[src/rtl/inst_loader_pkg.sv]
// Shared definitions for the boot-time instruction loader.
//   ld_state_e         : loader FSM state encodings
//   BYTES_PER_WORD     : stream bytes per assembled instruction word
//   LEN_W              : width of the word-count header and of words_loaded
//   word_to_byte_addr  : word index -> RAM byte address (index << 2)
package inst_loader_pkg;

   localparam int unsigned BYTES_PER_WORD = 4;
   localparam int unsigned LEN_W          = 16;
   localparam int unsigned BYTE_CNT_W     = $clog2(BYTES_PER_WORD);

   typedef enum logic [2:0] {
      S_IDLE   = 3'd0,
      S_LEN_LO = 3'd1,
      S_LEN_HI = 3'd2,
      S_DATA   = 3'd3,
      S_WRITE  = 3'd4,
      S_DONE   = 3'd5,
      S_ERR    = 3'd6
   } ld_state_e;

   function automatic logic [LEN_W+1:0] word_to_byte_addr(input logic [LEN_W-1:0] idx);
      return {idx, 2'b00};
   endfunction

endpackage

[src/rtl/inst_loader.sv]
// Boot-time program loader in front of the instruction RAM write port.
// Takes a byte stream: 16-bit little-endian word count, then little-endian
// 32-bit words. Each assembled word is issued as a one-cycle RAM write.
// The core is held in reset until the complete image has been written.
//
// Ports
//   i_clk           system clock, rising edge
//   i_rst_n         asynchronous active-low reset
//   i_start         pulse: begin a new load (honoured in IDLE, DONE, ERR only)
//   i_byte_valid    upstream byte available
//   i_byte_data     upstream byte
//   o_byte_ready    byte accepted this cycle when also valid (decoded from state)
//   o_is_write      one-cycle RAM write strobe
//   o_im_addr       RAM byte address of the write (word index << 2)
//   o_im_inst       assembled instruction word
//   o_core_hold     keep core/PC in reset while high
//   o_done          image complete, held until next start
//   o_err           length exceeded 2**H words, held until next start
//   o_words_loaded  words written in the current load
//
// state    | meaning
// ---------+-----------------------------------------------------------
// S_IDLE   | after reset, waiting for start, core held
// S_LEN_LO | accepting low byte of word count
// S_LEN_HI | accepting high byte of word count, range check
// S_DATA   | accepting instruction bytes, LSB first
// S_WRITE  | write strobe high for this single cycle, no byte accepted
// S_DONE   | image complete, core released, stream stalled
// S_ERR    | oversize image rejected, core held, stream stalled
module inst_loader
   import inst_loader_pkg::*;
#(
   parameter int W = 32,
   parameter int H = 8
) (
   input  logic             i_clk,
   input  logic             i_rst_n,
   input  logic             i_start,
   input  logic             i_byte_valid,
   input  logic [7:0]       i_byte_data,
   output logic             o_byte_ready,
   output logic             o_is_write,
   output logic [W-1:0]     o_im_addr,
   output logic [W-1:0]     o_im_inst,
   output logic             o_core_hold,
   output logic             o_done,
   output logic             o_err,
   output logic [LEN_W-1:0] o_words_loaded
);

   localparam int unsigned MAX_WORDS = 32'd1 << H;
   localparam logic [BYTE_CNT_W-1:0] LAST_BYTE = BYTE_CNT_W'(BYTES_PER_WORD - 1);

   ld_state_e             r_state;
   logic [LEN_W-1:0]      r_len;
   logic [BYTE_CNT_W-1:0] r_byte_cnt;
   logic [W-9:0]          r_shift;
   logic                  r_is_write;
   logic [W-1:0]          r_im_addr;
   logic [W-1:0]          r_im_inst;
   logic                  r_core_hold;
   logic                  r_done;
   logic                  r_err;
   logic [LEN_W-1:0]      r_words_loaded;

   logic                  w_ready;
   logic                  w_xfer;
   logic [LEN_W-1:0]      w_len_full;
   logic [LEN_W-1:0]      w_cnt_inc;

   always_comb begin
      w_ready = 1'b0;
      case (r_state)
         S_LEN_LO, S_LEN_HI, S_DATA: w_ready = 1'b1;
         default:                    w_ready = 1'b0;
      endcase
   end

   assign w_xfer     = i_byte_valid & w_ready;
   assign w_len_full = {i_byte_data, r_len[7:0]};
   assign w_cnt_inc  = r_words_loaded + 1'b1;

   always_ff @(posedge i_clk or negedge i_rst_n) begin
      if (!i_rst_n) begin
         r_state        <= S_IDLE;
         r_len          <= '0;
         r_byte_cnt     <= '0;
         r_shift        <= '0;
         r_is_write     <= 1'b0;
         r_im_addr      <= '0;
         r_im_inst      <= '0;
         r_core_hold    <= 1'b1;
         r_done         <= 1'b0;
         r_err          <= 1'b0;
         r_words_loaded <= '0;
      end else begin
         r_is_write <= 1'b0;
         case (r_state)
            S_IDLE, S_DONE, S_ERR: begin
               if (i_start) begin
                  r_state        <= S_LEN_LO;
                  r_done         <= 1'b0;
                  r_err          <= 1'b0;
                  r_words_loaded <= '0;
                  r_byte_cnt     <= '0;
                  r_core_hold    <= 1'b1;
               end
            end

            S_LEN_LO: begin
               if (w_xfer) begin
                  r_len[7:0] <= i_byte_data;
                  r_state    <= S_LEN_HI;
               end
            end

            S_LEN_HI: begin
               if (w_xfer) begin
                  r_len[15:8] <= i_byte_data;
                  if (w_len_full == '0) begin
                     r_state     <= S_DONE;
                     r_done      <= 1'b1;
                     r_core_hold <= 1'b0;
                  end else if (32'(w_len_full) > MAX_WORDS) begin
                     r_state <= S_ERR;
                     r_err   <= 1'b1;
                  end else begin
                     r_state <= S_DATA;
                  end
               end
            end

            S_DATA: begin
               if (w_xfer) begin
                  if (r_byte_cnt == LAST_BYTE) begin
                     // Final byte lands on the top lane; earlier bytes were
                     // shifted down so byte 0 ends at bits [7:0]. The
                     // output word only changes here, so it is stable
                     // outside the write cycle.
                     r_im_inst  <= {i_byte_data, r_shift};
                     r_im_addr  <= W'(word_to_byte_addr(r_words_loaded));
                     r_is_write <= 1'b1;
                     r_byte_cnt <= '0;
                     r_state    <= S_WRITE;
                  end else begin
                     r_shift    <= {i_byte_data, r_shift[W-9:8]};
                     r_byte_cnt <= r_byte_cnt + 1'b1;
                  end
               end
            end

            S_WRITE: begin
               r_words_loaded <= w_cnt_inc;
               if (w_cnt_inc == r_len) begin
                  r_state     <= S_DONE;
                  r_done      <= 1'b1;
                  r_core_hold <= 1'b0;
               end else begin
                  r_state <= S_DATA;
               end
            end

            default: r_state <= S_IDLE;
         endcase
      end
   end

   assign o_byte_ready   = w_ready;
   assign o_is_write     = r_is_write;
   assign o_im_addr      = r_im_addr;
   assign o_im_inst      = r_im_inst;
   assign o_core_hold    = r_core_hold;
   assign o_done         = r_done;
   assign o_err          = r_err;
   assign o_words_loaded = r_words_loaded;

endmodule

[config.mk]
export PLATFORM = sky130hd
export DESIGN_NAME = inst_loader
export DESIGN_NICKNAME = d
export VERILOG_FILES = /design/src/rtl/inst_loader_pkg.sv /design/src/rtl/inst_loader.sv
export SDC_FILE = /design/constraint.sdc
export NUM_CORES = 1
export LEC_CHECK = 0
export ABC_AREA = 1
export CAP_MARGIN = 20
export CORE_UTILIZATION = 54
export CTS_BUF_LIST = sky130_fd_sc_hd__clkbuf_4 sky130_fd_sc_hd__clkbuf_8
export DETAILED_ROUTE_END_ITERATION = 8
export PLACE_DENSITY = 0.82
export SLEW_MARGIN = 10
export SYNTH_ARGS = -nofsm -noshare
export SYNTH_HDL_FRONTEND = slang
export SYNTH_SLANG_ARGS = --single-unit
[constraint.sdc]
create_clock -name i_clk -period 2.4 [get_ports i_clk]
set_clock_uncertainty 0.1 [all_clocks]
set_input_delay 0.48 -clock i_clk [delete_from_list [all_inputs] [get_ports i_clk]]
set_output_delay 0.48 -clock i_clk [all_outputs]
set_load 0.01 [all_outputs]
==> key figures <==
Cells and area
  – Fill cells: 755
  – Design Area, Final: 0.006696 sq mm
  – Area of the multi-input gates: approximately 0.0020 sq mm
  – Sequential Area: approximately 0.0028 sq mm
  – Nets: roughly 760
  – Layout cells sized above 1: roughly a tenth
  – Area grow syn2layout: 26.05%
  – ANT cells: 0

Logic synthesis
  – Commonest register cell after synthesis: dfrtp_1
  – Post-Synthesis Cells: 646
  – Synth area leaders: dfrtp_1 53%, nand2_1 15%, o21ai_0 7.3%
  – Post-synth top area cell: dfrtp_1
  – Fraction of registers with async set/reset: 100.0%
  – YS warnings: 0
  – Most frequent cell after synthesis: nand2_1
  – Mean Syn Cell Area: 8.224 sq um
  – Post-synthesis sequential area ratio: approximately 53%
  – Top cells by count, synth: 216 x nand2_1, 112 x dfrtp_1, 77 x o21ai_0, 67 x inv_1, 37 x nand3_1
  – Yosys cell types: 31
  – Top cell type's share of synthesized area: between 50% and 60%
  – Synthesized cell area: between 0.005 and 0.006 sq mm
  – EDFF count, synth: 0
  – Seq cells post-synth: approximately 110

Critical path
  – Critical path peak fanout: 8
  – Max stage delay cell, worst path: clkdlybuf4s50_1
  – CP max stage delay: roughly 550 ps
  – Setup CP Type: reg2out
  – Setup slack, reg-to-reg: around 230 ps
  – Worst EP arrival: around 1600 ps
  – Startpoint Class: flip-flop
  – Worst setup EP type: output port
  – CP cell instances: nor2_1 > clkdlybuf4s50_1
  – Worst Path Required: 1820 ps

Clocking
  – Worst skew pair latency: approximately 420 ps
  – Num CTS Buffers: 17
  – CTS tree: yes
  – Clk buf depth: 2
  – Htree depth: 4
  – Clk Tree Root Cell: clkbuf_8
  – CTS clock-pin slew for the worst setup and hold paths: 80 ps
  – Clk sinks: approximately 110

Floorplan
  – Die X-Extent: slightly above 100 um
  – Io pins: 97
  – Die Y: just over 100 um
  – Row cnt: 35
  – Initial Utilization: 56.69%
  – Core region area: about 0.0094 sq mm
  – Die ar.: around 0.01 sq mm

Routing
  – Iteration-0 DRC Markers: 250
  – Post-route ant nets: 0
  – Vias/cell: around 5.2
  – # DRC: 0
  – Initial DRT Pass Iterations: 5
  – Final WL: around 13000 um
  – Via count: approximately 4600
  – Avg WL per Cell: 14.12 um

STA
  – RSZ-0062 raised after global routing: false
  – Max-slew violations: 0
  – Setup_tns: 0 ps
  – Worst-Margin Slew: between 500 and 600 ps
  – Max Freq: 451.8 MHz
  – Fin crit period: 2213 ps
  – Hold Vio Cnt, Final: 0
  – Relative slew slack: 65.75%
  – Final setup viols: 0
  – Crit share post-route: around 92%

GRT
  – Total track usage: between 20 and 30%
  – Number of global-route vias before repair: 4589
  – Largest net degree at the start of global routing: 49
  – Global route overflow: 0
  – First-pass GRT wire length: 21290 um
  – Initial antenna violation count: 0

Power and ir drop
  – Power Density: approximately 1100 mW/mm^2
  – Pleak: 3.228 nW
  – Maximum VDD drop: 782.6 uV

Placement
  – DP HPWL: about 9200 um
  – Placed Area: approximately 0.0063 sq mm
  – Placer congestion estimate: about 0.9
  – Port Buffers: 80

Status
  – Status: completed

Job
  – Max Cap Viol: 0

Hold path
  – Hold Path Class: reg2reg
## power breakdown
part           internal [mW]  total (mW)  switching [mW]  leakage (nW)
combinational           1.30        2.76            1.46          1.58
sequential              2.58        3.04           0.462          1.44
clock                  0.954        1.82           0.870         0.205
## layout by cell type, fill, tap and decap left out, types with 4 or more instances in the layout
master and count:
nand2_1 216, dfrtp_1 112, clkdlybuf4s50_1 79, o21ai_0 77, inv_1 67, nand3_1 37
nor2_1 25, clkbuf_8 17, buf_4 17, conb_1 16, nand4_1 13, o22ai_1 13
o21ai_1 10, inv_6 7, nor2_2 5, nand2_2 5, nand3b_1 4
## path summary, 6_finish.rpt
path,start,to,depth (start not counted)
worst max-delay path,r_state[2]$_DFFE_PN0P_,o_byte_ready,2
max in group asynchronous,i_rst_n,o_im_inst[30]$_DFFE_PN0P_,3
min in group asynchronous,i_rst_n,o_im_inst[3]$_DFFE_PN0P_,2
worst min-delay path,o_im_inst[1]$_DFFE_PN0P_,o_im_inst[1]$_DFFE_PN0P_,2
worst min register to register,o_im_inst[1]$_DFFE_PN0P_,o_im_inst[1]$_DFFE_PN0P_,2
worst max register to register,o_words_loaded[4]$_DFFE_PN0P_,o_done$_DFFE_PN0P_,13
## layout make-up
| class | instances | area share (%) |
|---|---|---|
| clock buffer | 17 | 3.494 |
| clock inverter | 15 | 2.560 |
| inverter | 70 | 3.924 |
| multi-input combinational | 443 | 30.61 |
| sequential | 113 | 42.25 |
| tap | 129 | 2.410 |
| timing repair buffer | 100 | 14.76 |
## repair_timing
| action | 4_1_cts | 5_1_grt |
|---|---|---|
| hold endpoints to repair | 36 | 0 |
| hold buffers | 1 | 0 |
| resized for setup | 0 | 0 |
| buffers inserted | 0 | 3 |
| endpoints found under the setup margin | 0 | 1 |
## registers in the layout (all words and copies together) (netlist names)
name / cells
r_len: 16
o_done: 1
o_err: 1
o_im_addr: 16
o_is_write: 1
o_im_inst: 32
r_byte_cnt: 2
r_state: 3
r_shift: 24
o_core_hold: 1
o_words_loaded: 16
## critical path, delay by kind of cell (launching register included)
family | cells | cell delay, ps
flip-flops | 1 | 490
AND/OR/NAND/NOR | 1 | 180
buffers and inverters | 1 | 550
## cell families (layout without fill, tap and decap cells)
family                   count (synthesis)  in the layout  synth area share (%)
AO/OA/AOI/OAI                          110            110                 11.07
XOR/XNOR                                 1              1                0.4474
adder cells (fa/ha/maj)                  2              2                0.4710
buffers and inverters                  105            202                 9.232
flip-flops                             113            113                 53.25
other                                    1             16               0.07059
AND/OR/NAND/NOR                        314            314                 25.46
## layer usage
metal  global-route usage, %  wire length, um  vias up
li1                        -                -     2266
met1                   35.49             5550     2181
met2                   45.32             6149      162
met3                   5.107              635       20
met4                   9.588              192        0
met5                       0                0        -
## per-stage QoR
| stage | util [%] | std cells | power [mW] | hold slack [ps] | setup WS [ps] |
|---|---|---|---|---|---|
| detailed placement | 66.78 | 851 | 5.793 | 358.1 | 126.4 |
| floorplan | - | 661 | 4.522 | 84.41 | 478.3 |
| finish | 71.46 | 887 | 7.625 | 373.1 | 186.7 |
| global route | 71.46 | 887 | 8.170 | 394.9 | 9.816 |
| CTS | 71.21 | 884 | 7.642 | 377.5 | 164.7 |
| global placement | 66.78 | 851 | 5.687 | 355.9 | 189.0 |
Note: power is estimated with default switching activity, not from simulation.
